===== src/rtl/div_pkg.sv =====
// Shared definitions for the repeated-subtraction divider: width default,
// sequencer states and the controller state encodings.
package div_pkg;

  localparam int DIV_W = 8;

  typedef enum logic {
    IDLE = 1'b0,
    RUN  = 1'b1
  } seq_state_t;

  // Controller encodings; the datapath only sees the levels decoded from them.
  typedef enum logic [2:0] {
    S0 = 3'd0,
    S1 = 3'd1,
    S2 = 3'd2,
    S3 = 3'd3,
    S4 = 3'd4,
    S5 = 3'd5
  } ctl_state_t;

  function automatic logic any_level(input logic ld_data, input logic ld_r,
                                     input logic dec_r, input logic ld_q,
                                     input logic inc_q);
    return ld_data | ld_r | dec_r | ld_q | inc_q;
  endfunction

endpackage


===== src/rtl/div_stage_reg.sv =====
// Single-entry holding register with a full flag; used for the operand
// stage and for the result slot.
module div_stage_reg #(
  parameter int DW = 8
) (
  input  logic          clk,
  input  logic          rst,
  input  logic          load,
  input  logic          clear,
  input  logic [DW-1:0] din,
  output logic          full,
  output logic [DW-1:0] dout
);

  logic          full_reg;
  logic [DW-1:0] data_reg;

  // Data only moves on load, so the held value is stable while full.
  always_ff @(posedge clk or posedge rst) begin
    if (rst) begin
      full_reg <= 1'b0;
      data_reg <= '0;
    end else if (load) begin
      full_reg <= 1'b1;
      data_reg <= din;
    end else if (clear) begin
      full_reg <= 1'b0;
    end
  end

  assign full = full_reg;
  assign dout = data_reg;

endmodule


===== src/rtl/div_datapath.sv =====
// Datapath and job sequencer for the repeated-subtraction divider: working
// registers driven by the controller levels, plus operand/result handshakes.
module div_datapath
  import div_pkg::*;
#(
  parameter int W = DIV_W
) (
  input  logic         clk,
  input  logic         rst,
  input  logic         in_valid,
  output logic         in_ready,
  input  logic [W-1:0] in_dividend,
  input  logic [W-1:0] in_divisor,
  output logic         out_valid,
  input  logic         out_ready,
  output logic [W-1:0] out_quotient,
  output logic [W-1:0] out_remainder,
  output logic         out_dbz,
  output logic         ctl_rst,
  input  logic         ldData,
  input  logic         ldR,
  input  logic         decR,
  input  logic         ldQ,
  input  logic         incQ,
  output logic         gte
);

  logic           stage_full;
  logic [2*W-1:0] stage_data;
  logic [W-1:0]   stage_dividend;
  logic [W-1:0]   stage_divisor;
  logic           in_fire;

  assign in_ready       = !stage_full;
  assign in_fire        = in_valid && in_ready;
  assign stage_dividend = stage_data[2*W-1:W];
  assign stage_divisor  = stage_data[W-1:0];

  div_stage_reg #(.DW(2*W)) u_stage (
    .clk   (clk),
    .rst   (rst),
    .load  (in_fire),
    .clear (ldData),
    .din   ({in_dividend, in_divisor}),
    .full  (stage_full),
    .dout  (stage_data)
  );

  logic [W-1:0] r_reg, d_reg, q_reg, tr_reg, tq_reg;

  // ldData takes priority over the R/Q writebacks.
  always_ff @(posedge clk or posedge rst) begin
    if (rst) begin
      r_reg  <= '0;
      d_reg  <= '0;
      q_reg  <= '0;
      tr_reg <= '0;
      tq_reg <= '0;
    end else begin
      if (decR) tr_reg <= r_reg - d_reg;
      if (incQ) tq_reg <= q_reg + W'(1);
      if (ldData) begin
        r_reg <= stage_dividend;
        d_reg <= stage_divisor;
        q_reg <= '0;
      end else begin
        if (ldR) r_reg <= tr_reg;
        if (ldQ) q_reg <= tq_reg;
      end
    end
  end

  assign gte = (r_reg >= d_reg) && (d_reg != '0);

  seq_state_t state_reg;
  logic       ctl_rst_reg;
  logic       seen_load_reg;
  logic       done;

  assign done = (state_reg == RUN) && seen_load_reg && !gte &&
                !any_level(ldData, ldR, decR, ldQ, incQ);

  always_ff @(posedge clk or posedge rst) begin
    if (rst) begin
      state_reg     <= IDLE;
      ctl_rst_reg   <= 1'b1;
      seen_load_reg <= 1'b0;
    end else begin
      case (state_reg)
        IDLE: begin
          // A staged job waits until the previous result has been taken.
          if (stage_full && !out_valid) begin
            state_reg   <= RUN;
            ctl_rst_reg <= 1'b0;
          end
        end
        RUN: begin
          if (ldData) seen_load_reg <= 1'b1;
          if (done) begin
            state_reg     <= IDLE;
            ctl_rst_reg   <= 1'b1;
            seen_load_reg <= 1'b0;
          end
        end
        default: begin
          state_reg   <= IDLE;
          ctl_rst_reg <= 1'b1;
        end
      endcase
    end
  end

  assign ctl_rst = ctl_rst_reg;

  logic [2*W:0] result_data;

  div_stage_reg #(.DW(2*W+1)) u_result (
    .clk   (clk),
    .rst   (rst),
    .load  (done),
    .clear (out_valid && out_ready),
    .din   ({(d_reg == '0), q_reg, r_reg}),
    .full  (out_valid),
    .dout  (result_data)
  );

  assign out_dbz       = result_data[2*W];
  assign out_quotient  = result_data[2*W-1:W];
  assign out_remainder = result_data[W-1:0];

endmodule


===== config.mk =====
export PLATFORM = sky130hd
export DESIGN_NAME = div_datapath
export DESIGN_NICKNAME = d
export VERILOG_FILES = /design/src/rtl/div_pkg.sv /design/src/rtl/div_stage_reg.sv /design/src/rtl/div_datapath.sv
export SDC_FILE = /design/constraint.sdc
export NUM_CORES = 1
export LEC_CHECK = 0
export ABC_AREA = 0
export CAP_MARGIN = 20
export CORE_AREA = 2 2 84 86
export DETAILED_ROUTE_END_ITERATION = 8
export DIE_AREA = 0 0 86 88
export PLACE_DENSITY = 0.8
export SYNTH_ARGS = -nofsm -noshare
export SYNTH_HDL_FRONTEND = slang
export SYNTH_SLANG_ARGS = --single-unit

===== constraint.sdc =====
create_clock -name clk -period 8 [get_ports clk]
set_clock_uncertainty 0.2 [all_clocks]
set_input_delay 1.6 -clock clk [delete_from_list [all_inputs] [get_ports clk]]
set_output_delay 1.6 -clock clk [all_outputs]
set_load 0.01 [all_outputs]

==> results.md, run 1 <==
- F_max: 220 MHz
- Detailed placer's ending HPWL: roughly 4.7 mm
- Clock power share: 23.8%
- Hold/Removal Path Class: reg2reg
- CP arrival: between 2 and 3 ns
- H-tree levels: 3
- Syn Nets: 336
- Antenna diode count: 0
- Reg area: 0.00195 sq mm
- Remaining Overflow, GRT: 0
- Clock latency at the later pin of the worst-skew pair: 0.36 ns
- Max reg flops: 17
- Crit path max fanout: 4
- Initial Util: ~54%
- Tot GR Track Use: 19.6%
- Critical hold path startpoint: ctl_rst$_DFFE_PP1P_
- RSZ-0062 raised after global routing: no
- Clock sinks: 78
- Post-synth EDFFs: 0
- Min Tclk post-route: 4.54 ns
- Via count: 2383
- Reg2reg start: r_reg[0]$_DFFE_PP0P_
- Largest net degree at the start of global routing: 79
- Synthesis-stage register bit count: 78
- Max cap viols: 0
- Area growth, synth to finish: 19.3%
- PD cells: 284 mW/mm^2
- Clock Tree Buf Depth: 2
- R2R depth: 8
- Mapped Area: 0.00357 sq mm
- IO Pins: 46
- WL met3: approximately 240 microns
- Layout fillers: 502
- Count of port buffers added during placement: 45
- DIE WIDTH: approximately 86 microns
- Placement Rows: 30
- Hold Path End: ctl_rst$_DFFE_PP1P_
- DRT Wirelength: 6.82 mm
- Drt initial violations: 166
- Final Hold Viols: 0
- Count leader, synth: dfrtp_1
- Top cells by count, synth: dfrtp_1 (77), mux2_2 (29), nand2_1 (26), nor2_1 (21)
- Vias in the first global route: 2340
- Lkg Pwr: 0.00196 uW
- Initial antenna violation count: 0
- Post-CTS setup buffers: 0
- Final Max Slew Viols: 0
- Cell taking the most area after synthesis: dfrtp_1
- CP required: 6.20 ns
- Post-cts sizing count: 0
- Worst slew pin tran: 0.934 ns
- Flop-to-flop setup slack: roughly 5.2 ns
- Avg Cell Area, Syn: 11.9 sq um
- Primary FF master, synth: dfrtp_1
- Worst slew margin: 37.7%
- Sw Share: between 30% and 40%
- Metal2 WL: 3.24 mm
- NetSw: 366 uW
- CTS Buf Count: 9
- Wire length on met1: about 3.2 mm
- CTS root buffer: clkbuf_8
- Internal power: about 840 uW
- Synth top area share: between 50% and 60%
- Worst Hold Depth: 2
- CTS tree: done
- Endpoint type of the worst setup path: output port
- Cells after synthesis: between 300 and 400
- Status: finished, final reports clean
- GP Congestion: 0.813
- Share of cells above drive strength 1: 17.4%
- Sequential element share of the synthesized area: a little over half
- Startpoint type of the worst setup path: flop
- Multi-input gate area: 0.00148 sq mm
- Synth top area cells: dfrtp_1 (54%), mux2_2 (9.1%), mux2i_1 (5.3%)
- DRC errors left: 0
- Maximum VDD drop: ~180 uV
- 1st-pass router iterations: 4
- Fin crit share: 56.7%
- Hold buffers post-CTS: 0
- Fin nets: around 380
- Final setup violation count: 0
- DR top layer: met4
- Clk pin slew, worst setup/hold paths: 0.07 ns
- R2R Path End: u_result.dout[15]$_DFFE_PP0P_
- Sequential Power Share: 45.6%
- Setup TNS: 0 ns
- Die height: 88 microns
- Die area: 0.00757 sq mm
- Mean routed wirelength per cell: 15.8 microns
- Asr flop ratio synth: 100%
- Core region area: between 0.006 and 0.007 sq mm
- First-pass GRT wire length: 11.2 mm
- Yosys cell types: 39
- Synth warn: 0
- Setup CP Type: reg2out
- Antenna Violating Nets Remaining: 0
- Gate power share: 30.6%
- Vias per cell: 5.53
- Final core occ: around 64%
power groups by stage:
stage | Combinational [uW] | Sequential (uW) | Clock, uW
final | 370 | 551 | 287
after global routing | 406 | 564 | 309
after CTS | 372 | 552 | 292
after detailed placement | 369 | 559 | 0
after global placement | 357 | 554 | 0
after floorplan | 238 | 555 | 0
critical path, stage by stage, from the launching register on:
cell and delay [ns]:
dfrtp_1 0.37, inv_1 0.05, ha_1 0.22, fa_1 0.41
nand2b_1 0.16, a21oi_1 0.33, o211ai_2 0.20, nand2_1 0.12
clkdlybuf4s50_1 0.54
area by class of cell:
cell class	count	area share, %
clock buffer	11	3.32
timing repair buffer	48	11.1
tap	80	2.35
clock inverter	4	1.12
inverter	18	1.59
sequential	78	45.8
multi-input combinational	192	34.7
cell families (layout without fill, tap and decap cells):
| group | after synthesis | in the layout | synth area share (%) |
|---|---|---|---|
| XOR/XNOR | 10 | 10 | 2.45 |
| AND/OR/NAND/NOR | 69 | 69 | 9.81 |
| AO/OA/AOI/OAI | 47 | 47 | 7.57 |
| flip-flops | 78 | 78 | 54.7 |
| multiplexers | 56 | 56 | 17.8 |
| buffers and inverters | 31 | 81 | 3.92 |
| adder cells (fa/ha/maj) | 10 | 10 | 3.71 |
worst max-delay path by stage:
stage / startpoint / to / slack (ns)
after floorplan: rst / d_reg[0]$_DFFE_PP0P_ / 4.21
after global placement: r_reg[0]$_DFFE_PP0P_ / gte / 3.89
after detailed placement: r_reg[0]$_DFFE_PP0P_ / gte / 3.84
after CTS: r_reg[0]$_DFFE_PP0P_ / gte / 3.44
after global routing: r_reg[0]$_DFFE_PP0P_ / gte / 3.28
final: r_reg[0]$_DFFE_PP0P_ / gte / 3.46
per-stage QoR:
step	std cells	hold slack, ns	worst slack, ns	total power [uW]	area, sq um
finish	431	0.273	3.46	1210	4260
floorplan	301	0.249	4.21	793	3570
global route	431	0.307	3.28	1280	4260
global placement	416	0.258	3.89	911	4070
detailed placement	416	0.266	3.84	928	4070
CTS	431	0.279	3.44	1220	4260
layer usage:
layer / track usage (%) / vias up
met5: 0 / -
met3: 3.20 / 11
met2: 30.7 / 51
met1: 26.7 / 1194
li1: - / 1127
met4: 10.1 / 0
placed cells by master, fill, tap and decap left out, drive strengths merged, types with 2 or more instances in the layout:
| cell | netlist | routed |
|---|---|---|
| o21ai | 19 | 19 |
| clkbuf | 9 | 11 |
| o21bai | 2 | 2 |
| mux2 | 37 | 37 |
| xnor2 | 5 | 5 |
| ha | 9 | 9 |
| a31oi | 3 | 3 |
| nand2 | 26 | 26 |
| inv | 18 | 18 |
| nor4 | 4 | 4 |
| a21oi | 16 | 16 |
| clkinv | 0 | 2 |
| mux2i | 19 | 19 |
| xor2 | 5 | 5 |
| dfrtp | 77 | 77 |
| nor2 | 22 | 22 |
| clkdlybuf4s50 | 0 | 45 |
| and3 | 3 | 3 |
| buf | 4 | 3 |
| nor2b | 3 | 3 |
| nand3 | 6 | 6 |
Note: power is estimated with default switching activity, not from simulation.
==> run 2, diff against run 1 <==
--- a/config.mk
+++ b/config.mk
@@ -7,10 +7,10 @@
 export LEC_CHECK = 0
 export ABC_AREA = 0
 export CAP_MARGIN = 20
-export CORE_AREA = 2 2 84 86
+export CORE_AREA = 2 2 88 90
 export DETAILED_ROUTE_END_ITERATION = 8
-export DIE_AREA = 0 0 86 88
-export PLACE_DENSITY = 0.8
+export DIE_AREA = 0 0 90 92
+export PLACE_DENSITY = 0.77
 export SYNTH_ARGS = -nofsm -noshare
 export SYNTH_HDL_FRONTEND = slang
 export SYNTH_SLANG_ARGS = --single-unit
==> constraint.sdc (replaced) <==
create_clock -name clk -period 3.91 [get_ports clk]
set_clock_uncertainty 0.2 [all_clocks]
set_input_delay 0.782 -clock clk [delete_from_list [all_inputs] [get_ports clk]]
set_output_delay 0.782 -clock clk [all_outputs]
set_load 0.01 [all_outputs]
==> results.md, run 2 (synthesis results as in run 1) <==
- Status: finished, final reports clean
- DRT Wirelength: approximately 6.8 mm
- CTS root buffer: clkbuf_8
- Final Max Slew Viols: 0
- IO Pins: 46
- Final core occ: 58.4%
- Reg2reg start: r_reg[0]$_DFFE_PP0P_
- Worst slew margin: 36.7%
- Final setup violation count: 0
- Area growth, synth to finish: 21.8%
- Detailed placer's ending HPWL: 4.71 mm
- Max cap viols: 0
- GP Congestion: around 0.84
- Sequential Power Share: a little over two fifths
- Clock power share: 26.6%
- Fin crit share: around 94%
- Vias in the first global route: between 2k and 2.5k
- Endpoint type of the worst setup path: output port
- Clock latency at the later pin of the worst-skew pair: ~0.35 ns
- Mean routed wirelength per cell: about 15 microns
- Multi-input gate area: 0.00148 sq mm
- Internal power: 1780 uW
- Remaining Overflow, GRT: 0
- Placement Rows: 32
- Commonest non-fill, non-tap cells in the layout: dfrtp_1 (77), clkdlybuf4s50_1 (45), mux2_2 (29), nand2_1 (26), nor2_1 (21)
- Share of cells above drive strength 1: ~19%
- Initial Util: 48.0%
- Hold/Removal Path Class: reg2reg
- Via count: about 2.4k
- Antenna Violating Nets Remaining: 0
- Final Hold Viols: 0
- Lkg Pwr: 0.00199 uW
- 1st-pass router iterations: 4
- Die area: 0.00828 sq mm
- CTS tree: done
- Gate power share: 29.4%
- Crit path max fanout: 4
- Sw Share: 30.4%
- Clock sinks: a little under 80
- R2R Path End: u_result.dout[11]$_DFFE_PP0P_
- Vias per cell: 5.18
- Worst Hold Depth: 2
- Hold Path End: d_reg[1]$_DFFE_PP0P_
- Die height: 92 microns
- Clk pin slew, worst setup/hold paths: 0.08 ns
- Fin nets: 385
- Max reg flops: 17
- Flop-to-flop setup slack: 1.15 ns
- Startpoint type of the worst setup path: flop
- PD cells: 590 mW/mm^2
- Hold buffers post-CTS: 0
- Initial antenna violation count: 0
- H-tree levels: 3
- Min Tclk post-route: 3.69 ns
- Worst slew pin tran: about 0.95 ns
- R2R depth: 8
- Post-cts sizing count: 0
- Tot GR Track Use: approximately 17%
- Maximum VDD drop: 240 uV
- Setup CP Type: reg2out
- Core region area: between 0.007 and 0.008 sq mm
- CP required: 2.93 ns
- Critical hold path startpoint: u_stage.dout[1]$_DFFE_PP0P_
- Clock Tree Buf Depth: 2
- Setup TNS: 0 ns
- CTS Buf Count: 9
- RSZ-0062 raised after global routing: no
- Largest net degree at the start of global routing: 79
- NetSw: 779 uW
- Reg area: 0.00195 sq mm
- Layout fillers: around 600
- Antenna diode count: 0
- Drt initial violations: 102
- CP arrival: 2.70 ns
- First-pass GRT wire length: 11.4 mm
- DIE WIDTH: about 90 microns
- F_max: 271 MHz
- Count of port buffers added during placement: between 40 and 50
- Most common cell after layout, fill and taps aside: dfrtp_1
- DRC errors left: 0
- Post-CTS setup buffers: 0
## run 2: cell type report
cell class	instances	area share [%]
flip-flops and latches	78	44.9
multi-input cells	192	34.0
clock inverters	7	2.36
well taps	102	2.94
inverters	18	1.55
clock buffers	9	2.85
repair buffers	51	11.4
## run 2: worst max-delay path by stage
stage	start	endpoint	depth (start not counted)
CTS	r_reg[0]$_DFFE_PP0P_	gte	8
global route	r_reg[0]$_DFFE_PP0P_	gte	8
detailed placement	r_reg[0]$_DFFE_PP0P_	gte	8
floorplan	rst	d_reg[0]$_DFFE_PP0P_	1
finish	r_reg[0]$_DFFE_PP0P_	gte	8
global placement	r_reg[0]$_DFFE_PP0P_	gte	8
## run 2: worst max-delay path: stages, from the launching register on
cell and delay [ns]:
dfrtp_1 0.38, inv_1 0.06, ha_1 0.22, fa_1 0.40, nand2b_1 0.16, a21oi_1 0.30
o211ai_2 0.20, nand2_1 0.10, clkdlybuf4s50_1 0.54
## run 2: layer usage
metal	up-vias	global-route usage (%)	share of wire, %
li1	1142	-	-
met1	1171	23.5	47
met2	46	27.9	48
met3	8	4.52	3.2
met4	0	5.90	1.3
met5	-	0	0
## run 2: stage by stage
stage	hold slack [ns]	instance area, sq um	power, uW	instances	worst slack (ns)
after floorplan	0.249	3570	1620	301	0.935
after global placement	0.258	4120	1870	441	0.612
after detailed placement	0.273	4120	1900	441	0.599
after CTS	0.291	4350	2580	457	0.211
after global routing	0.303	4350	2720	457	0.0159
final	0.283	4350	2560	457	0.225
## run 2: power by group through the flow
stage / Clock (uW) / Sequential (uW) / Combinational (uW)
floorplan: 0 / 1140 / 486
global placement: 0 / 1130 / 735
detailed placement: 0 / 1140 / 755
CTS: 694 / 1130 / 761
global route: 727 / 1150 / 837
finish: 682 / 1130 / 755
